### config.mk
export PLATFORM = sky130hd
export DESIGN_NAME = bist_signature_analyzer
export DESIGN_NICKNAME = d
export VERILOG_FILES = /design/src/rtl/bist_signature_analyzer_pkg.sv /design/src/rtl/bist_signature_analyzer_misr_step.sv /design/src/rtl/bist_signature_analyzer.sv
export SDC_FILE = /design/constraint.sdc
export NUM_CORES = 1
export LEC_CHECK = 0
export CELL_PAD_IN_SITES_DETAIL_PLACEMENT = 0
export CELL_PAD_IN_SITES_GLOBAL_PLACEMENT = 1
export CORE_MARGIN = 5
export CORE_UTILIZATION = 36
export DETAILED_ROUTE_END_ITERATION = 10
export PLACE_DENSITY_LB_ADDON = 0.1
export SLEW_MARGIN = 20
export SYNTH_ARGS = -nofsm -noshare
export SYNTH_HDL_FRONTEND = slang
export SYNTH_SLANG_ARGS = --single-unit
### constraint.sdc
create_clock -name i_clk -period 4.7 [get_ports i_clk]
set_input_delay 0.94 -clock i_clk [delete_from_list [all_inputs] [get_ports i_clk]]
set_output_delay 0.94 -clock i_clk [all_outputs]
set_load 0.01 [all_outputs]
### src/rtl/bist_signature_analyzer_pkg.sv
// Shared definitions for the BIST output-response analyzer: FSM encoding
// and default MISR constants.
package bist_signature_analyzer_pkg;

    typedef enum logic [1:0] {
        ST_IDLE = 2'd0,
        ST_RUN  = 2'd1,
        ST_CMP  = 2'd2,
        ST_DONE = 2'd3
    } sa_state_t;

    localparam logic [15:0] DEF_POLY = 16'h1021;
    localparam logic [15:0] DEF_SEED = 16'h0000;

endpackage

### src/rtl/bist_signature_analyzer_misr_step.sv
// One MISR compaction step: shift with polynomial feedback, then fold the
// response into the low bits. Purely combinational; shared with the LFSR side.
module misr_step #(
    parameter int                SIG_W  = 16,
    parameter int                RESP_W = 1,
    parameter logic [SIG_W-1:0]  POLY   = 16'h1021
) (
    input  logic [SIG_W-1:0]  i_sig,
    input  logic [RESP_W-1:0] i_resp,
    output logic [SIG_W-1:0]  o_sig_n
);

    logic [SIG_W-1:0] w_resp_ext;
    logic [SIG_W-1:0] w_fb;

    // Zero-extension written this way so RESP_W == SIG_W needs no zero-width replication
    always_comb begin
        w_resp_ext               = '0;
        w_resp_ext[RESP_W-1:0]   = i_resp;
    end

    assign w_fb    = i_sig[SIG_W-1] ? POLY : '0;
    assign o_sig_n = {i_sig[SIG_W-2:0], 1'b0} ^ w_fb ^ w_resp_ext;

endmodule

### src/rtl/bist_signature_analyzer.sv
// BIST output-response analyzer: compacts PAT_CNT CUT responses into a MISR
// signature and compares it against a golden value.
module bist_signature_analyzer
    import bist_signature_analyzer_pkg::*;
#(
    parameter int               RESP_W  = 1,
    parameter int               SIG_W   = 16,
    parameter logic [SIG_W-1:0] POLY    = DEF_POLY,
    parameter logic [SIG_W-1:0] SEED    = DEF_SEED,
    parameter int               PAT_CNT = 32,
    parameter int               CNT_W   = $clog2(PAT_CNT+1)
) (
    input  logic              i_clk,
    input  logic              i_rst_n,
    input  logic              i_start,
    input  logic              i_resp_valid,
    input  logic [RESP_W-1:0] i_resp,
    input  logic [SIG_W-1:0]  i_golden,
    output logic              o_busy,
    output logic              o_done,
    output logic              o_pass,
    output logic [SIG_W-1:0]  o_signature,
    output logic [CNT_W-1:0]  o_count
);

    sa_state_t        r_state, w_state_n;
    logic [SIG_W-1:0] r_sig;
    logic [CNT_W-1:0] r_cnt;
    logic             r_pass;
    logic [SIG_W-1:0] w_sig_n;
    logic             w_accept;
    logic             w_last;

    misr_step #(
        .SIG_W  (SIG_W),
        .RESP_W (RESP_W),
        .POLY   (POLY)
    ) u_misr_step (
        .i_sig   (r_sig),
        .i_resp  (i_resp),
        .o_sig_n (w_sig_n)
    );

    assign w_accept = (r_state == ST_RUN) && i_resp_valid;
    assign w_last   = (r_cnt == CNT_W'(PAT_CNT - 1));

    always_comb begin
        w_state_n = r_state;
        case (r_state)
            ST_IDLE: if (i_start)             w_state_n = ST_RUN;
            ST_RUN:  if (w_accept && w_last)  w_state_n = ST_CMP;
            ST_CMP:                           w_state_n = ST_DONE;
            ST_DONE: if (i_start)             w_state_n = ST_RUN;
            default:                          w_state_n = ST_IDLE;
        endcase
    end

    always_ff @(posedge i_clk or negedge i_rst_n) begin
        if (!i_rst_n) begin
            r_state <= ST_IDLE;
            r_sig   <= SEED;
            r_cnt   <= '0;
            r_pass  <= 1'b0;
        end else begin
            r_state <= w_state_n;
            case (r_state)
                ST_IDLE, ST_DONE: begin
                    if (i_start) begin
                        r_sig  <= SEED;
                        r_cnt  <= '0;
                        r_pass <= 1'b0;
                    end
                end
                ST_RUN: begin
                    if (i_resp_valid) begin
                        r_sig <= w_sig_n;
                        r_cnt <= r_cnt + CNT_W'(1);
                    end
                end
                ST_CMP:  r_pass <= (r_sig == i_golden);
                default: ;
            endcase
        end
    end

    // Status flags decode straight from the state register
    assign o_busy      = (r_state == ST_RUN) || (r_state == ST_CMP);
    assign o_done      = (r_state == ST_DONE);
    assign o_pass      = r_pass;
    assign o_signature = r_sig;
    assign o_count     = r_cnt;

endmodule

==> results of run 1 <==
power breakdown:
part	total, mW	internal (mW)	switching (mW)	leakage (nW)
sequential	0.275	0.243	0.0321	0.341
clock	0.131	0.0607	0.0698	0.0228
combinational	0.358	0.150	0.209	0.453
total	0.764	0.453	0.311	0.817
path summary, 6_finish.rpt:
check | slack [ps] | from | endpoint | depth (start not counted)
setup / recovery | 2050 | r_state[0] | o_busy | 4
hold / removal | 540 | o_pass | o_pass | 2
setup reg to reg | 2550 | r_state[1] | o_count[4] | 6
hold reg to reg | 540 | o_pass | o_pass | 2
max in group asynchronous | 3680 | i_rst_n | o_count[4] | 1
min in group asynchronous | 650 | i_rst_n | r_state[1] | 1
area by class of cell:
type	count	area share, %
clock buffer	4	2.44
inverter	4	0.813
sequential	25	33.9
tap	48	3.25
timing repair buffer	45	24.1
multi-input combinational	97	35.5
cell families after synthesis:
kind of cell               count (synthesis)
AOI/OAI and AO/OA                         24
xor gates and xnor gates                  22
adders and majority gates                  4
buffers and inverters                     11
DFF                                       25
muxes                                      2
and+or+nand+nor                           45
routing by layer:
layer | global-route usage (%) | up-vias | part of all wire [%]
met5 | 0 | - | 0
li1 | - | 535 | -
met4 | 5.01 | 0 | 1.5
met1 | 17.9 | 502 | 47
met3 | 2.66 | 5 | 3.5
met2 | 21.2 | 23 | 48
critical path, stage by stage, from the launching register on:
cell	delay (ps)
dfrtp_1	400
inv_1	60
ha_1	350
inv_1	90
clkdlybuf4s50_1	530
stage by stage:
step / cell area [um^2] / power, mW / hold WS [ps] / instances
5_1_grt: 1850 / 0.827 / 576 / 223
3_3_place_gp: 1810 / 0.638 / 525 / 219
2_1_floorplan: 1350 / 0.547 / 529 / 133
6_report: 1850 / 0.764 / 544 / 223
4_1_cts: 1850 / 0.773 / 548 / 223
3_5_place_dp: 1800 / 0.643 / 528 / 219
state kept, by name (all words and copies together) (netlist names):
register	flops
r_state	2
o_pass	1
o_count	6
o_signature	16
cells in the final DEF (no fill, tap or decap), types with 2 or more instances in the layout:
master | Yosys | routed
nand3_1 | 3 | 3
xnor2_1 | 3 | 3
clkbuf_8 | 0 | 3
o21ai_0 | 12 | 12
clkdlybuf4s50_1 | 0 | 44
inv_1 | 4 | 4
a22o_1 | 7 | 7
ha_1 | 4 | 4
nor4_1 | 4 | 4
nand2_1 | 26 | 26
nor2_1 | 5 | 5
xor2_1 | 19 | 19
dfrtp_1 | 25 | 25
nor2b_1 | 2 | 2
nor3b_1 | 2 | 2
==> results.ini, run 1 <==
[sta]
min_period_over_period_pct=56.3
worst_slew_pin_slew_ps=662
max_freq_mhz=378
fin_skew_ps=4.85
period_needed_ps=2650
report.final.slew_viol_count=0
tns_ps=0
finalSetupViolations=0
rsz0062_at_grt=false
setup_slack_ps=2050
hold_viol_final=0
slew_headroom_pct=55.9

[layout]
postLayoutCoreUtil_pct=50.8
drive_above_1_share_pct=5.71
regArea_um2=626
fillers=372
nNetsFinal=201
n_antenna_cell=0
syn_to_final_growth_pct=36.9
multi_input_area_um2=656

[place]
preCtsSetupSlack_ps=2080
hpwl_mm=2.40
portBuffers=45
gp_congestion=0.733

[synthesis]
yosysMostFrequentCell=nand2_1
ys_seq_elements=25
yosys-top-cells-count=nand2_1 (26), dfrtp_1 (25), xor2_1 (19)
syn_area_per_cell_um2=10.1
synthCells=133
synth_area_leader_cell=dfrtp_1
synth_edf_count=0
yosys.area_share.simple_pct=15.9
yosys.area_share.xor_xnor_pct=14.3
synth_top_area_share_pct=46.4
synthMuxAreaShare_pct=1.86
netlist_area_um2=1350
synth_top_family_by_area=simple AND/OR/NAND/NOR gates
synthFlopType=dfrtp_1
synthAdderAreaFrac_pct=3.71
synthTopCellsByArea=dfrtp_1 (46%), xor2_1 (12%), nand2_1 (7.2%), a22o_1 (4.5%), o21ai_0 (4.5%)
ys_seq_area_share_pct=46.4
synth.distinct_cells=27
synthArstFlopShare_pct=100
yosys_warnings=0
synth_nets=158
synth-compound-area-share_pct=12.9

[cts]
insertion_delay_ps=270
cts_sinks=25
cts_tree=built
cts_setup_buffers=0
cts.path.max_buffers=2
htree_levels=1
clock_tree.root_cell=clkbuf_8
cts_hold_buf=0
cts.clk_slew.worst_paths_ps=90
cts-resized-gates=0
cts_buffers=3

[grt]
grt_first_pass_wirelength_mm=5.34
grt_antenna_before_repair=0
grt-ovfl-total=0
grt_max_degree=31
grt_usage_pct=13.3
grt_pass1_vias=1062

[floorplanning]
coreArea_um2=3630
die_h_um=71.2
die_area_um2=5070
num_rows=22
ios=46
start_util_pct=37.1
die_w_um=71.2

[pwr]
p_leak_nw=0.817
peakVddDrop_v=0.000158
power_density_nw_per_um2=413

[detailed_routing]
drt-pass1-iter-count=4
wl_per_cell_um=14.3
drtIter0Drc=42
drt-vias-per-instance=4.78
ant_nets=0
wl_mm=3.20
post-route-drc-count=0
vias=1065

[critical_path]
crit_fanout=5
critPathCaptureType=primary output
cp.arrival_ps=1710
critPathRequiredTime_ps=3760
cp-start-kind=flop
critPathKind=reg -> out

[run]
cap_violations=0

[run_status]
status=complete, no violations

[hold_path]
hold_class=reg -> reg

(Power assumes the default switching activity.)
==> inputs of run 2 (changes only) <==
--- a/config.mk
+++ b/config.mk
@@ -8,7 +8,7 @@
 export CELL_PAD_IN_SITES_DETAIL_PLACEMENT = 0
 export CELL_PAD_IN_SITES_GLOBAL_PLACEMENT = 1
 export CORE_MARGIN = 5
-export CORE_UTILIZATION = 36
+export CORE_UTILIZATION = 30
 export DETAILED_ROUTE_END_ITERATION = 10
 export PLACE_DENSITY_LB_ADDON = 0.1
 export SLEW_MARGIN = 20
==> constraint.sdc (replaced) <==
create_clock -name i_clk -period 2.2 [get_ports i_clk]
set_input_delay 0.44 -clock i_clk [delete_from_list [all_inputs] [get_ports i_clk]]
set_output_delay 0.44 -clock i_clk [all_outputs]
set_load 0.01 [all_outputs]
==> run 2 against run 1 <==
Effect of this change:
- setup slack lost 1800 ps
- utilization shrank 7.5 points
- cell count grew 3.1%
- sequential power grew 110%
- critical path depth grew 2
- routed wire length grew 3.5%
- via count grew 1.6%
- count of clock-buffer cells in the layout shrank 1
- clock power grew 120%
- register-to-register slack lost 2300 ps
- non-clock buffer count grew 3
- worst hold slack lost 19 ps
==> results.ini, run 2 (synthesized netlist as in run 1, its figures left out) <==
[pwr]
internal_power_mw=0.983  ; +120%
p_comb_share_pct=47.7  ; +0.8 points
p_leak_nw=0.840  ; +2.8%
peakVddDrop_v=0.000544  ; +240%
power_density_nw_per_um2=885  ; +110%
swShare_pct=41.1  ; +0.44 points
clock_power_share_pct=17.2  ; about the same
p_sw_mw=0.686  ; +120%
seqPwrFrac_pct=35.0  ; -1.0 points

[cts]
clock_tree.root_cell=clkbuf_8
cts_tree=built
cts_buffers=3  ; unchanged
insertion_delay_ps=280  ; about the same
htree_levels=1  ; unchanged
cts.clk_slew.worst_paths_ps=100  ; about the same
cts_sinks=25  ; unchanged
cts.path.max_buffers=2  ; unchanged

[critical_path]
r2r_slack_ps=220  ; -2330 ps
cp_num_buf_inv=1  ; -2
critPathCaptureType=flop
endpoint=o_count[4]
cp-start-kind=flop
critPathTopFamily=simple AND/OR/NAND/NOR gates
cp.arrival_ps=2160  ; +450 ps
r2r_end=o_count[4]
worstPathCellList=inv_1, ha_1, nor2b_1, or2_4, a21oi_1, o32ai_2
crit_fanout=30  ; +25
worstSetupStartpoint=r_state[0]
slowest_stage=nor2b_1
path_depth=6  ; +2
ff2ff_path_depth=6  ; unchanged
r2r_start=r_state[0]
critPathKind=reg -> reg
cp_slowest_stage_delay_ps=470  ; -60 ps
critPathRequiredTime_ps=2380  ; -1380 ps

[layout]
final_common_cell=clkdlybuf4s50_1
drive_above_1_share_pct=7.30  ; +1.6 points
syn_to_final_growth_pct=39.8
final_cell_mix=clkdlybuf4s50_1 (44), nand2_1 (26), dfrtp_1 (25)
largest_reg_flops=16  ; unchanged
nNetsFinal=204  ; +1.5%
n_antenna_cell=0  ; unchanged

[floorplanning]
coreArea_um2=4350  ; +20%
num_rows=24  ; +9.1%
die_w_um=77.1  ; +8.2%
die_h_um=77.1  ; +8.2%
start_util_pct=31.0  ; -6.1 points
die_area_um2=5940  ; +17%
ios=46  ; unchanged

[detailed_routing]
ant_nets=0  ; unchanged
wl_per_cell_um=14.4  ; +0.39%
drt-vias-per-instance=4.70  ; -1.5%
post-route-drc-count=0  ; unchanged
wl_mm=3.31  ; +3.5%
drtIter0Drc=23  ; -45%
vias=1082  ; +1.6%
drt-pass1-iter-count=4  ; unchanged

[hold_path]
hold_class=in -> async

[sta]
max_freq_mhz=506
worst_slew_pin_slew_ps=522  ; -140 ps
finalSetupViolations=0  ; unchanged
setup_slack_ps=223  ; -1830 ps
tns_ps=0  ; unchanged
rsz0062_at_grt=false
period_needed_ps=1980
hold_viol_final=0  ; unchanged
report.final.slew_viol_count=0  ; unchanged
slew_headroom_pct=65.1  ; +9.2 points
min_period_over_period_pct=89.8
fin_skew_ps=7.46  ; +2.61 ps

[grt]
grt_usage_pct=12.0  ; -1.3 points
grt_first_pass_wirelength_mm=5.82  ; +9.0%
grt_antenna_before_repair=0  ; unchanged
grt-ovfl-total=0  ; unchanged
grt_pass1_vias=1170  ; +10%
grt_max_degree=31  ; unchanged

[place]
preCtsSetupSlack_ps=135  ; -1950 ps
hpwl_mm=2.52  ; +5.2%
gp_congestion=0.683  ; -6.9%
portBuffers=45  ; unchanged

[run_status]
status=complete, no violations

[run]
cap_violations=0  ; unchanged

-- run 2: cell types whose count changed in the layout (fill, tap and decap cells not counted) --
cell            previous run  this run
buf_4                      0         3
clkbuf_1                   1         0
dlymetal6s2s_1             0         1
clkinvlp_4                 0         1
buf_2                      1         0
-- run 2: through the flow --
stage               std cells  power [mW]  cell area (um^2)  util, %  hold slack, ps
finish                    230        1.67              1890     43.3             525
global route              230        1.81              1890     43.3             562
CTS                       229        1.69              1880     43.1             540
detailed placement        225        1.40              1830     42.0             510
global placement          225        1.38              1830     42.0             502
floorplan                 133        1.17              1350        -             144
-- run 2: power by group through the flow --
| stage | clock, mW | combinational, mW | sequential, mW |
|---|---|---|---|
| finish | 0.288 | 0.797 | 0.585 |
| global route | 0.317 | 0.892 | 0.597 |
| CTS | 0.295 | 0.802 | 0.590 |
| detailed placement | 0 | 0.796 | 0.600 |
| global placement | 0 | 0.787 | 0.598 |
| floorplan | 0 | 0.569 | 0.599 |
-- run 2: worst min-delay path by stage --
stage                       to  depth (start not counted)  slack (ps)    start
6_report       o_signature[13]                          2         520  i_rst_n
5_1_grt        o_signature[13]                          2         560  i_rst_n
4_1_cts        o_signature[13]                          2         540  i_rst_n
3_5_place_dp            o_pass                          2         510   o_pass
3_3_place_gp            o_pass                          2         500   o_pass
2_1_floorplan       o_count[0]                          0         140  i_rst_n
-- run 2: layer usage --
layer / GRT usage [%] / vias up / routed length, um
met3: 2.93 / 2 / 161
li1: - / 538 / -
met4: 2.06 / 0 / 15
met1: 15.7 / 511 / 1460
met2: 20.5 / 31 / 1680
met5: 0 / - / 0
-- run 2: final cells by class --
cell class	count	area, um^2
fillers	428	2470
multi-input cells	97	656
flip-flops and latches	25	626
repair buffers	48	475
well taps	52	65.1
clock buffers	3	41.3
inverters	4	15.0
clock inverters	1	7.51
-- run 2: what timing repair did --
item | CTS | global route
buffers inserted | 0 | 1
setup endpoints to repair | 0 | 2
resized for setup | 0 | 1
hold buffers | 0 | 0
==> inputs of run 3 (changes only) <==
==> constraint.sdc (replaced) <==
create_clock -name i_clk -period 2.2 [get_ports i_clk]
set_input_delay 0.22 -clock i_clk [delete_from_list [all_inputs] [get_ports i_clk]]
set_output_delay 0.22 -clock i_clk [all_outputs]
set_load 0.01 [all_outputs]
==> run 3 against run 2 <==
Effect of this change:
- die area is the same
- flip-flop and latch count unchanged
- largest power group unchanged
- maximum frequency is 1.6% higher
- routed wire length decreased by 0.27%
==> results.ini, run 3 (synthesized netlist as in run 1, its figures left out) <==
[sta]
worst_slew_pin_slew_ps=527  ; +5.18 ps
finalSetupViolations=0  ; unchanged
min_period_over_period_pct=88.4  ; -1.4 points
max_freq_mhz=514  ; +1.6%
fin_skew_ps=4.64  ; -2.82 ps
hold_viol_final=0  ; unchanged
setup_slack_ps=254  ; +31.1 ps
period_needed_ps=1950  ; -31.1 ps
rsz0062_at_grt=false
tns_ps=0  ; unchanged
slew_headroom_pct=64.8  ; -0.35 points
report.final.slew_viol_count=0  ; unchanged

[grt]
busiest_layer=met2
grt-ovfl-total=0  ; unchanged
grt_max_degree=31  ; unchanged
grt_pass1_vias=1184  ; +1.2%
grtUsageMet2_pct=20.0  ; -0.42 points
grt.met1_usage_pct=14.9  ; -0.72 points
grt_first_pass_wirelength_mm=5.73  ; -1.5%
grt_usage_pct=11.8  ; -0.24 points
grt_antenna_before_repair=0  ; unchanged
grtUsageMet3_pct=3.04  ; +0.12 points

[detailed_routing]
vias=1105  ; +2.1%
wl_per_cell_um=14.4  ; +0.16%
wl_mm=3.30  ; -0.27%
post-route-drc-count=0  ; unchanged
drt-pass1-iter-count=4  ; unchanged
drtIter0Drc=30  ; +30%
ant_nets=0  ; unchanged
drt-vias-per-instance=4.83  ; +2.6%

[critical_path]
slowest_stage=clkdlybuf4s50_1
critPathTopFamily=buffers and inverters
cp.arrival_ps=1730  ; -430 ps
cp-start-kind=flop
r2r_slack_ps=360  ; +140 ps
critPathKind=reg -> out
cp_slowest_stage_delay_ps=540  ; +70 ps
cp_num_buf_inv=3  ; +2
crit_fanout=5  ; -83%
critPathCaptureType=primary output
r2r_start=r_state[0]
critPathRequiredTime_ps=1980  ; -400 ps
path_common_cell=inv_1
ff2ff_path_depth=6  ; unchanged
r2r_end=o_count[4]
worstPathCellList=inv_1, ha_1, inv_1, clkdlybuf4s50_1
path_depth=4  ; -2

[place]
gp_congestion=0.693  ; +1.5%
dp_cells=225  ; unchanged
portBuffers=45  ; unchanged
preCtsSetupSlack_ps=189  ; +53.4 ps
hpwl_mm=2.53  ; +0.35%

[run_status]
status=complete, no violations

[floorplanning]
die_h_um=77.1  ; unchanged
die_area_um2=5940  ; unchanged
start_util_pct=31.0  ; unchanged
num_rows=24  ; unchanged
coreArea_um2=4350  ; unchanged
ios=46  ; unchanged
die_w_um=77.1  ; unchanged

[layout]
drive_above_1_share_pct=6.78  ; -0.52 points
regArea_um2=626  ; unchanged
largest_reg_flops=16  ; unchanged
final_cell_mix=clkdlybuf4s50_1 (45), nand2_1 (26), dfrtp_1 (25)
fillers=418  ; -2.3%
multi_input_area_um2=658  ; +0.38%
n_antenna_cell=0  ; unchanged
final_common_cell=clkdlybuf4s50_1
nNetsFinal=203  ; -0.49%
postLayoutCoreUtil_pct=43.0  ; -0.26 points
syn_to_final_growth_pct=39.0
fin_cells=229  ; -0.43%

[cts]
cts.path.max_buffers=2  ; unchanged
clock_tree.root_cell=clkbuf_8
htree_levels=1  ; unchanged
cts_tree=built
cts.clk_slew.worst_paths_ps=90  ; about the same
cts_buffers=3  ; unchanged
cts_sinks=25  ; unchanged
insertion_delay_ps=270  ; about the same

[pwr]
power_density_nw_per_um2=885  ; about the same
p_leak_nw=0.828  ; -1.4%
finalPower_mw=1.66  ; -0.60%
peakVddDrop_v=0.000412  ; -24%

[run]
cap_violations=0  ; unchanged

[hold_path]
hold_class=in -> async

## run 3: cell count changes in the layout (fill, tap and decap cells not counted)
cell and delta:
buf_4 -1, clkbuf_1 +1, clkdlybuf4s50_1 +1, clkinvlp_4 -1, dlymetal6s2s_1 -1, nor2b_1 -1
nor2b_2 +1
## run 3: metrics by stage
stage / cell area (um^2) / hold WS, ps
floorplan: 1350 / -75.6
global placement: 1830 / 504
detailed placement: 1830 / 508
CTS: 1870 / 329
global route: 1870 / 346
finish: 1870 / 319
## run 3: worst register-to-register path: cells and delay by family (launching register included)
kind            cells  cell delay, ps
simple gates        2             720
fa+ha+maj           1             360
flops               1             400
compound gates      2             210
buf+inv             1              60
## run 3: area by class of cell
type,count,share of cell area [%]
Clock buffer,4,2.40
Inverter,4,0.801
Multi-Input combinational cell,97,35.1
Sequential cell,25,33.4
Tap cell,52,3.47
Timing Repair Buffer,47,24.8
## run 3: what timing repair did
action / in CTS / in global routing
endpoints found under the setup margin: 0 / 3
resized for setup: 0 / 1
buffers inserted: 0 / 0
hold buffers: 0 / 0
## run 3: per-layer routing
metal  vias to the layer above  wire [um]
met2                        24       1690
met3                         4        126
li1                        537          -
met1                       540       1450
met4                         0         26
met5                         -          0
## run 3: how the worst max path moves through the flow
stage                     from         end  slack [ps]
floorplan           r_state[0]  o_count[0]         440
global placement    r_state[0]  o_count[4]         270
detailed placement  r_state[0]  o_count[4]         190
CTS                 r_state[0]  o_count[4]         170
global route        r_state[0]      o_busy         120
finish              r_state[0]      o_busy         250
## run 3: power by group
group / switching [mW] / internal (mW) / total (mW)
Combinational: 0.459 / 0.335 / 0.794
Sequential: 0.0705 / 0.518 / 0.589
Clock: 0.146 / 0.130 / 0.276
Total: 0.676 / 0.983 / 1.66
==> RTL edit (config.mk and constraints of run 2) <==
Reset style: synchronous (`i_rst_n`), changed in one clocked block.
--- a/src/rtl/bist_signature_analyzer.sv
+++ b/src/rtl/bist_signature_analyzer.sv
@@ -55,7 +55,7 @@
         endcase
     end
 
-    always_ff @(posedge i_clk or negedge i_rst_n) begin
+    always_ff @(posedge i_clk) begin
         if (!i_rst_n) begin
             r_state <= ST_IDLE;
             r_sig   <= SEED;
Check against the original RTL: differs if i_rst_n is asserted again (counterexample within 4 cycles, from zero or initial values and one cycle with i_rst_n low); with i_rst_n held inactive, the same outputs for 10 cycles.
==> RTL edit against run 2 <==
  * Sequential power down 15%
  * Total power is 16% lower
  * Maximum frequency increased by 9.3%
  * Clock skew rose by 0.0027 ns
  * Count of clock-buffer cells in the layout unchanged
  * Via count rose by 18%
  * Setup slack gained 0.17 ns
  * Final cell count rose by 10%
  * Sequential cell count stayed put
  * Worst hold slack got worse by 0.029 ns
  * Routed wire length up 14%
  * Global-route usage up 0.70 points
  * Area after synthesis increased by 0.93%
  * Design area increased by 2.4%
==> RTL edit: results (changes against run 2) <==
| Metric | Value |
|---|---|
| Run status | completed |
| Clock tree skew after final layout | 0.01019 ns (+0.002731 ns) |
| Overall routing resource usage | 0.1273 (+0.007017) |
| Global-route wire length before repair | 6.285 mm (+7.9%) |
| RD Place Congestion | 0.7444 (+9.0%) |
| Fill cell total of the finished layout | 450 (+5.1%) |
| Async S/R FF share, synth | 0 (-1.000) |
| Setup slack of the worst register-to-register path | 0.39 ns (+0.17 ns) |
| Slowest cell on crit path | sky130_fd_sc_hd__or2_2 |
| Share of the final layout cell area in multi-input gates | 0.4102 (+0.06253) |
| Multi-input gates | 117 (+21%) |
| Reported net switching power | 561.9 µW (-18%) |
| Met3 GRT Util | 0.03704 (+0.007763) |
| Pin count of the biggest net entering global routing | 23 (-26%) |
| Synthesized netlist cell count | 156 (+17%) |
| Critical path origin | r_state[0] |
| Non-clock inverter count in the final layout | 3 (-1) |
| Sequential cell area in the final layout | 500.5 µm² (-20%) |
| Clock network area share | 0.02528 (-0.0006037) |
| WL met1 | 1.841 mm (+27%) |
| IR Drop Worst-Case VDD | 380.3 µV (-30%) |
| DR WL met2 | 1.582 mm (-5.6%) |
| Vias in the first global route | 1,228 (+5.0%) |
| Net Count, Synth | 181 (+15%) |
| Final design area excluding fillers | 1931 µm² (+2.4%) |
| Layout cells sized above 1 | 0.08416 (+0.01112) |
| Arr. time, crit path | 1.98 ns (-0.18 ns) |
| Non-clock buffer total of the final layout | 53 (+10%) |
| Leading post-synthesis cells by instance count | sky130_fd_sc_hd__dfxtp_1, sky130_fd_sc_hd__nand2_1, sky130_fd_sc_hd__nand4_1, sky130_fd_sc_hd__xnor2_1, sky130_fd_sc_hd__a21boi_1 |
RTL edit: power groups by stage:
| stage | combinational, µW | clock [µW] | sequential (µW) |
|---|---|---|---|
| floorplan | 443 | 0 | 505 |
| CTS | 636 | 293 | 497 |
| global placement | 625 | 0 | 506 |
| finish | 626 | 282 | 496 |
| global route | 700 | 311 | 500 |
| detailed placement | 628 | 0 | 507 |
RTL edit: kinds of logic (layout without fill, tap and decap cells):
family,Yosys count,after routing,synth area share
AO/OA/AOI/OAI,28,28,0.1489
XOR/XNOR,22,22,0.1415
adder cells (fa/ha/maj),4,4,0.03677
buffers and inverters,14,60,0.05055
flip-flops,25,25,0.3676
multiplexers,1,1,0.01011
AND/OR/NAND/NOR,62,62,0.2445
RTL edit: repair_timing:
item | in CTS | in global routing
hold buffers | 0 | 0
setup endpoints to repair | 0 | 2
gates resized for setup | 0 | 2
